[config.mk]
export PLATFORM = sky130hd
export DESIGN_NAME = packet_receiver
export DESIGN_NICKNAME = d
export VERILOG_FILES = /design/src/rtl/packet_receiver.sv
export SDC_FILE = /design/constraint.sdc
export NUM_CORES = 1
export LEC_CHECK = 0
export BUFFER_PORTS_ARGS = -buffer_cell sky130_fd_sc_hd__buf_2
export CORE_MARGIN = 2
export CORE_UTILIZATION = 40
export CTS_CLUSTER_DIAMETER = 80
export DETAILED_ROUTE_END_ITERATION = 8
export PLACE_DENSITY = 0.65
export SYNTH_ARGS = -nofsm -noshare
export SYNTH_HDL_FRONTEND = slang
export SYNTH_SLANG_ARGS = --single-unit
[constraint.sdc]
create_clock -name clk -period 9.3 [get_ports clk]
set_input_delay 1.395 -clock clk [delete_from_list [all_inputs] [get_ports clk]]
set_output_delay 1.395 -clock clk [all_outputs]
set_load 0.01 [all_outputs]
[src/rtl/packet_receiver.sv]
// -----------------------------------------------------------------------------
// packet_receiver
//
// Byte-stream packet decoder sitting behind a UART receiver. It frames packets
// of the form  SYNC_BYTE, CMD, LEN, LEN payload bytes, CHK  where CHK is the
// 8-bit modulo-256 sum of CMD, LEN and every payload byte. Good packets are
// published on pkt_cmd/pkt_len/pkt_data with a one-cycle pkt_valid pulse. Bad
// packets raise a one-cycle pkt_err pulse, and pkt_err_code records the cause.
//
// Optional feature macro: RX_TIMEOUT_EN
//   When defined, a partial packet is abandoned with error code 11 after
//   TIMEOUT_CYCLES consecutive cycles without a byte strobe. When it is not
//   defined, a partial packet waits indefinitely and no counter is built.
//
// Parameters
//   SYNC_BYTE      start-of-packet marker
//   MAX_LEN        largest accepted payload length (1..8)
//   TIMEOUT_CYCLES inter-byte timeout in clk cycles (RX_TIMEOUT_EN only)
//
// Ports
//   clk          in   single clock, rising edge
//   rst          in   asynchronous active-high reset
//   rx_data      in   received byte, valid when new_rx_data is high
//   new_rx_data  in   one-cycle byte strobe
//   pkt_cmd      out  command byte of the last good packet
//   pkt_len      out  payload length of the last good packet
//   pkt_data     out  payload, byte i in bits [8i+7:8i], unused bytes zero
//   pkt_valid    out  one-cycle pulse: good packet published
//   pkt_err      out  one-cycle pulse: packet discarded
//   pkt_err_code out  cause of last error: 01 length, 10 checksum, 11 timeout
// -----------------------------------------------------------------------------
module packet_receiver #(
  parameter logic [7:0] SYNC_BYTE      = 8'hA5,
  parameter int         MAX_LEN        = 8,
  parameter int         TIMEOUT_CYCLES = 50000
) (
  input  logic        clk,
  input  logic        rst,
  input  logic [7:0]  rx_data,
  input  logic        new_rx_data,
  output logic [7:0]  pkt_cmd,
  output logic [3:0]  pkt_len,
  output logic [63:0] pkt_data,
  output logic        pkt_valid,
  output logic        pkt_err,
  output logic [1:0]  pkt_err_code
);

  typedef enum logic [2:0] {
    IDLE,
    GET_CMD,
    GET_LEN,
    GET_PAYLOAD,
    GET_CHK
  } state_t;

  localparam logic [1:0] ERR_LEN     = 2'b01;
  localparam logic [1:0] ERR_CHK     = 2'b10;
  localparam logic [1:0] ERR_TIMEOUT = 2'b11;

  state_t      state;
  logic [7:0]  chk_sum;   // running checksum of CMD, LEN and payload
  logic [3:0]  idx;       // next payload byte position
  logic [7:0]  cmd_q;     // CMD of the packet being received
  logic [3:0]  len_q;     // LEN of the packet being received
  logic [63:0] buf_q;     // payload staging; copied out only on a good CHK
  logic        timeout;   // partial packet has gone silent too long

`ifdef RX_TIMEOUT_EN
  localparam int TW = $clog2(TIMEOUT_CYCLES + 1);

  logic [TW-1:0] tmo_cnt;

  // Counts silent cycles while a packet is in progress. Any strobe restarts
  // the count, and sitting in IDLE keeps it parked at zero.
  always_ff @(posedge clk or posedge rst) begin
    if (rst) begin
      tmo_cnt <= '0;
    end else if (new_rx_data || state == IDLE || timeout) begin
      tmo_cnt <= '0;
    end else begin
      tmo_cnt <= tmo_cnt + 1'b1;
    end
  end

  // A strobe in the expiry cycle wins: the byte is processed instead.
  assign timeout = !new_rx_data && state != IDLE &&
                   tmo_cnt == TW'(TIMEOUT_CYCLES - 1);
`else
  logic unused_timeout_cfg;

  assign timeout            = 1'b0;
  assign unused_timeout_cfg = (TIMEOUT_CYCLES != 0);
`endif

  // NOTE: every register here is updated with <= so all reads in this block
  // see the pre-edge values; a blocking '=' would let the new checksum leak
  // into the CHK compare of the same cycle.
  always_ff @(posedge clk or posedge rst) begin
    if (rst) begin
      state        <= IDLE;
      chk_sum      <= '0;
      idx          <= '0;
      cmd_q        <= '0;
      len_q        <= '0;
      // NOTE: the payload buffer is reset too; it is a plain 64-bit register,
      // not a RAM, and a zeroed buffer is what makes unused bytes read as zero.
      buf_q        <= '0;
      pkt_cmd      <= '0;
      pkt_len      <= '0;
      pkt_data     <= '0;
      pkt_valid    <= 1'b0;
      pkt_err      <= 1'b0;
      pkt_err_code <= 2'b00;
    end else begin
      // Both pulses default low so each lasts exactly one cycle.
      pkt_valid <= 1'b0;
      pkt_err   <= 1'b0;

      if (new_rx_data) begin
        case (state)
          IDLE: begin
            // Anything other than the marker is line noise and is dropped.
            if (rx_data == SYNC_BYTE) begin
              buf_q <= '0;
              state <= GET_CMD;
            end
          end

          GET_CMD: begin
            cmd_q   <= rx_data;
            chk_sum <= rx_data;
            state   <= GET_LEN;
          end

          GET_LEN: begin
            if (rx_data > 8'(MAX_LEN)) begin
              pkt_err      <= 1'b1;
              pkt_err_code <= ERR_LEN;
              state        <= IDLE;
            end else begin
              len_q   <= rx_data[3:0];
              chk_sum <= chk_sum + rx_data;
              idx     <= '0;
              state   <= (rx_data == 8'd0) ? GET_CHK : GET_PAYLOAD;
            end
          end

          GET_PAYLOAD: begin
            buf_q[{idx[2:0], 3'b000} +: 8] <= rx_data;
            chk_sum <= chk_sum + rx_data;
            idx     <= idx + 4'd1;
            if (idx == len_q - 4'd1) begin
              state <= GET_CHK;
            end
          end

          GET_CHK: begin
            if (rx_data == chk_sum) begin
              pkt_valid <= 1'b1;
              pkt_cmd   <= cmd_q;
              pkt_len   <= len_q;
              pkt_data  <= buf_q;
            end else begin
              pkt_err      <= 1'b1;
              pkt_err_code <= ERR_CHK;
            end
            state <= IDLE;
          end

          default: state <= IDLE;
        endcase
      end else if (timeout) begin
        pkt_err      <= 1'b1;
        pkt_err_code <= ERR_TIMEOUT;
        state        <= IDLE;
      end
    end
  end

endmodule
==> flow_summary.yaml, run 1 <==
sta:
  finalSetupViolCount: 0
  max_clock_freq_mhz: 265
  fin_ws_ns: 5.53
  fin_crit_sh: 0.406
  rsz0062_at_grt: "no"
  worst_slew_pin_slew_ns: 1.07
  relSlewSlack: 0.285
  final_max_slew_viol_count: 0
  fin_setup_tns_ns: 0
  hold_viol_final: 0
  final.setup_skew_ns: 0.0178
  period_needed_ns: 3.77
synth:
  synth.distinct_cells: 56
  synth_cells: 583
  syn_area_um2: 7650
  ys_ff_latch: 171
  ys_seq_area_frac: 0.559
  synthesis.nets: 607
  syn_avg_cell_area_um2: 13.1
  ys_warn_count: 0
cells_and_area:
  fin_util: 0.465
  antenna_cells: 0
  final_common_cell: "dfrtp_1"
  instances_no_fill: 909
  final_cell_mix: "171 x dfrtp_1, 90 x buf_2, 73 x mux2_4"
  fin_nets: 686
  syn_to_final_growth_pct: 14.1
  drive_gt1_frac: 0.329
floorplanning:
  rows: 50
  die_x_um: 142
  coreArea_um2: 18800
  ioPinCount: 91
  fp.dieH_um: 142
  die_area_um2: 20300
  start_util: 0.408
grt:
  overflow: 0
  grt_max_degree: 101
  grt_usage: 0.176
  grt_pass1_vias: 4964
  grt_pass1_wl_um: 27400
  antenna_found_initial: 1
critical_path:
  endpoint: "pkt_data[40]"
  required_ns: 9.61
  critPathCaptureType: "flip-flop"
  startpoint_type: "input pin"
  reg2reg_to: "pkt_data[40]"
  crit_path_top_delay_cell: "or3_4"
  cp_slowest_stage_delay_ns: 0.62
  path_cells: "buf_2 > ha_1 > nor4_2 > nand3_1 > or3_4 > buf_4 > mux2_4"
  path_delay_family: "simple AND/OR/NAND/NOR gates"
  crit_type: "in -> reg"
  crit_path_start: "rx_data[1]"
  arrival_ns: 4.09
  crit_path_max_fanout: 44
  r2r.worst_path.cells: 6
  crit_cells: 7
  path_buf_inv: 2
  reg2reg_slack_ns: 6.42
  reg2reg_from: "chk_sum[5]"
pwr:
  switchingPower_w: 0.000363
  leakagePower_nw: 4.60
  p_int_w: 0.00116
  sequentialPowerShare: 0.498
  vdd.ir_drop.worst_uv: 100
  p_clk_frac: 0.452
  combPwrFrac: 0.050
  switching_share: 0.239
  power_density_nw_per_um2: 174
routing:
  drt_iter0_markers: 290
  drc: 0
  dr.pass1.iters: 5
  avgViaCountPerCell: 5.28
  wl_um: 16600
  avgRoutedWirePerCell_um: 18.3
  postRouteAntennaNets: 0
  num_vias: 4801
status:
  status: "completed"
clock_network:
  cts_buffers: 17
  cts_resized: 0
  postCtsSetupBuffers: 0
  cts_hold_buf: 0
  htree_levels: 4
  cts_root_buf: "clkbuf_16"
  insertion_delay_ns: 0.43
  cts_tree: "done"
  clock_sinks: 171
  clk_pin_slew_worst_paths_ns: 0.07
  clk_path_buf_depth: 2
placement:
  place.gp.congestion: 0.833
  pre_cts_ws_ns: 5.10
  placed_cells: 877
  port_buffers: 90
  dp_hpwl_um: 10900
run:
  maxCapViolCount: 0
min_path:
  hp-start: "pkt_err_code[0]"
  hold_path.class: "reg -> reg"
==> worst min-delay path by stage <==
stage,endpoint,cells after the start,slack [ns]
2_1_floorplan,buf_q[0],1,0.47
3_3_place_gp,pkt_err_code[0],2,0.47
3_5_place_dp,pkt_err_code[0],2,0.48
4_1_cts,pkt_err_code[0],2,0.50
5_1_grt,buf_q[8],1,0.52
6_report,pkt_err_code[0],2,0.49
==> sequential cells by signal, indices dropped and copies added, names as in the netlist <==
register and flops:
pkt_data 64, chk_sum 8, cmd_q 8, pkt_valid 1, pkt_err 1, pkt_cmd 8
buf_q 64, pkt_err_code 2, pkt_len 4, len_q 4, idx 4, state 3
==> synth_stat cells (all sizes together) <==
master | count | area (um2)
a211oi | 3 | 22.5
a21o | 3 | 22.5
a21oi | 6 | 30.0
a221o | 1 | 10.0
a221oi | 1 | 8.76
a22o | 42 | 368
a22oi | 1 | 7.51
a31oi | 2 | 12.5
a32o | 2 | 20.0
and3 | 3 | 18.8
and3b | 2 | 18.8
and4 | 1 | 8.76
and4bb | 2 | 25.0
buf | 20 | 220
clkbuf | 12 | 45.0
dfrtp | 171 | 4280
fa | 1 | 20.0
ha | 12 | 150
inv | 21 | 78.8
mux2 | 81 | 1190
mux2i | 4 | 40.0
nand2 | 62 | 240
nand2b | 3 | 18.8
nand3 | 14 | 70.1
nand3b | 2 | 15.0
nand4 | 2 | 12.5
nor2 | 20 | 77.6
nor2b | 4 | 25.0
nor3 | 11 | 70.1
nor3b | 2 | 26.3
nor4 | 5 | 73.8
nor4b | 2 | 23.8
o2111ai | 1 | 15.0
o211ai | 2 | 15.0
o21a | 4 | 30.0
o21ai | 40 | 200
o21bai | 1 | 7.51
o221ai | 1 | 8.76
o311ai | 2 | 17.5
o31ai | 1 | 7.51
or3 | 3 | 18.8
xnor2 | 8 | 70.1
xor2 | 2 | 17.5
==> stage by stage <==
stage | area (um2) | hold WS [ns] | total power (W)
global placement | 8160 | 0.467 | 0.000843
global route | 8730 | 0.516 | 0.00158
CTS | 8730 | 0.496 | 0.00154
detailed placement | 8160 | 0.482 | 0.000846
finish | 8730 | 0.495 | 0.00152
floorplan | 7650 | 0.466 | 0.000822
==> cell families after synthesis <==
| logic type | after synthesis | synth area share |
|---|---|---|
| compound gates | 113 | 0.105 |
| mux | 85 | 0.160 |
| simple gates | 138 | 0.0971 |
| xor+xnor | 10 | 0.0114 |
| buf+inv | 53 | 0.0450 |
| flops | 171 | 0.559 |
| fa+ha+maj | 13 | 0.0222 |
==> metal layers <==
metal / part of all wire / vias to the layer above / GRT usage / wire length, um
met4: 0.021 / 2 / 0.0677 / 345
met3: 0.047 / 32 / 0.0478 / 786
li1: - / 2241 / - / -
met1: 0.47 / 2399 / 0.239 / 7790
met5: 0.00066 / - / 0 / 11
met2: 0.46 / 127 / 0.272 / 7660
==> layout make-up <==
type | instances | area (um2)
Clock buffer | 18 | 439
Timing Repair Buffer | 92 | 465
Multi-Input combinational cell | 359 | 3040
Clock inverter | 14 | 135
Inverter | 21 | 83.8
Tap cell | 234 | 293
Sequential cell | 171 | 4280
Fill cell | 1676 | 10000
==> worst register-to-register path, delay by kind of cell, from the launching register on <==
kind | cells | cell delay (ns)
flops | 1 | 0.40
simple gates | 3 | 0.77
fa+ha+maj | 1 | 0.42
buf+inv | 1 | 0.75
mux | 1 | 0.42
==> power groups by stage <==
stage               Sequential [W]  Combinational (W)  Clock, W
floorplan                 0.000769          0.0000533         0
finish                    0.000756          0.0000755  0.000687
detailed placement        0.000770          0.0000763         0
global route              0.000757          0.0000848  0.000740
CTS                       0.000756          0.0000766  0.000703
global placement          0.000770          0.0000728         0
Note: power is estimated with default switching activity, not from simulation.
==> inputs of run 2 (changes only) <==
--- a/config.mk
+++ b/config.mk
@@ -10,7 +10,7 @@
 export CORE_UTILIZATION = 40
 export CTS_CLUSTER_DIAMETER = 80
 export DETAILED_ROUTE_END_ITERATION = 8
-export PLACE_DENSITY = 0.65
+export PLACE_DENSITY = 0.68
 export SYNTH_ARGS = -nofsm -noshare
 export SYNTH_HDL_FRONTEND = slang
 export SYNTH_SLANG_ARGS = --single-unit
==> constraint.sdc (replaced) <==
create_clock -name clk -period 3.3 [get_ports clk]
set_input_delay 0.495 -clock clk [delete_from_list [all_inputs] [get_ports clk]]
set_output_delay 0.495 -clock clk [all_outputs]
set_load 0.01 [all_outputs]
==> run 2 against run 1 <==
Against the previous run: first-iteration DRC count grew 47%; setup slack lost 5.0 ns; sequential share of layout area shrank 0.99 points; largest cell class unchanged; total power grew to 2.9 times the previous value; core utilization grew 0.96 points; clock power grew to 3.0 times the previous value; combinational power grew to 3.0 times the previous value; largest power group unchanged.
==> flow_summary.yaml, run 2 (synthesized netlist as in run 1, its figures left out) <==
status:
  status: "completed"
sta:
  hold_viol_final: 0
  finalSetupViolCount: 0
  relSlewSlack: 0.330
  final.setup_skew_ns: 0.00724
  max_clock_freq_mhz: 355
  fin_setup_tns_ns: 0
  fin_crit_sh: 0.853
  worst_slew_pin_slew_ns: 1.00
  rsz0062_at_grt: "no"
  final_max_slew_viol_count: 0
  period_needed_ns: 2.81
critical_path:
  reg2reg_from: "idx[0]"
  required_ns: 3.62
  arrival_ns: 3.14
  reg2reg_slack_ns: 0.49
  crit_path_max_fanout: 11
  reg2reg_to: "buf_q[34]"
  crit_type: "reg -> reg"
  r2r.worst_path.cells: 7
  critPathCaptureType: "flip-flop"
  startpoint_type: "flip-flop"
clock_network:
  cts_root_buf: "clkbuf_16"
  clk_path_buf_depth: 2
  cts_resized: 0
  postCtsSetupBuffers: 0
  cts_buffers: 17
  htree_levels: 4
  clk_pin_slew_worst_paths_ns: 0.07
  cts_hold_buf: 0
  insertion_delay_ns: 0.43
  clock_sinks: 171
  cts_tree: "done"
placement:
  placed_cells: 889
  place.gp.congestion: 0.861
  dp_hpwl_um: 11300
  placed_area_um2: 8300
  port_buffers: 90
routing:
  drc: 0
  postRouteAntennaNets: 0
  num_vias: 4832
  avgRoutedWirePerCell_um: 18.4
  wl_um: 16900
  dr.pass1.iters: 4
  drt_iter0_markers: 427
  avgViaCountPerCell: 5.25
run:
  maxCapViolCount: 0
floorplanning:
  die_x_um: 142
  rows: 50
  die_area_um2: 20300
  ioPinCount: 91
  coreArea_um2: 18800
  start_util: 0.408
  fp.dieH_um: 142
grt:
  antenna_found_initial: 0
  grt_pass1_wl_um: 27600
  grt_usage: 0.178
  overflow: 0
  grt_max_degree: 56
  grt_pass1_vias: 4984
cells_and_area:
  final_common_cell: "dfrtp_1"
  final_cell_mix: "171 x dfrtp_1, 90 x buf_2, 73 x mux2_4"
  seqCellArea_um2: 4280
  fin_nets: 698
  multi_input_area_um2: 3040
  syn_to_final_growth_pct: 16.4
  fill_cells: 1660
  final_area_um2: 8910
  antenna_cells: 0
  largest_registers: "buf_q: 64 flops, pkt_data: 64 flops"
  drive_gt1_frac: 0.338
  instances_no_fill: 920
pwr:
  vdd.ir_drop.worst_uv: 309
  power_density_nw_per_um2: 499
  leakagePower_nw: 4.68
  total_power_w: 0.00445
min_path:
  hold_path.class: "in -> async"
## run 2: cell type report
cell class / count / share of cell area
Tap cell: 234 / 0.0329
Multi-Input combinational cell: 359 / 0.341
Clock inverter: 11 / 0.0178
Sequential cell: 171 / 0.480
Clock buffer: 20 / 0.0512
Timing Repair Buffer: 104 / 0.0680
Inverter: 21 / 0.00927
## run 2: layer usage
metal	GRT usage	vias to the layer above	part of all wire
met2	0.277	127	0.46
met1	0.235	2415	0.46
met5	0	-	0
met3	0.0532	30	0.053
met4	0.0688	0	0.023
li1	-	2260	-
## run 2: critical path: stages (launching register included)
cell     delay, ns
dfrtp_1       0.57
inv_1         0.12
ha_1          0.24
ha_1          0.44
nor4b_2       0.38
nor3b_4       0.47
nor2_1        0.24
a22o_1        0.24
## run 2: worst max-delay path by stage
stage	slack, ns	endpoint	from	cells after the start
6_report	0.49	buf_q[34]	idx[0]	7
5_1_grt	0.34	buf_q[39]	idx[0]	7
4_1_cts	0.54	buf_q[34]	idx[0]	7
3_5_place_dp	0.52	pkt_data[0]	rx_data[1]	7
3_3_place_gp	0.56	pkt_cmd[7]	rx_data[1]	7
2_1_floorplan	0.62	buf_q[0]	rst	1
## run 2: per-stage QoR
stage	worst slack, ns	utilization	hold WS (ns)
after floorplan	0.622	-	0.466
after global routing	0.345	0.475	0.375
after global placement	0.565	0.442	0.457
after CTS	0.544	0.475	0.319
after detailed placement	0.521	0.442	0.460
final	0.485	0.475	0.288
## run 2: power breakdown
group          internal [W]  switching (W)
clock               0.00124       0.000853
combinational     0.0000761       0.000148
sequential          0.00212      0.0000130
total               0.00343        0.00101
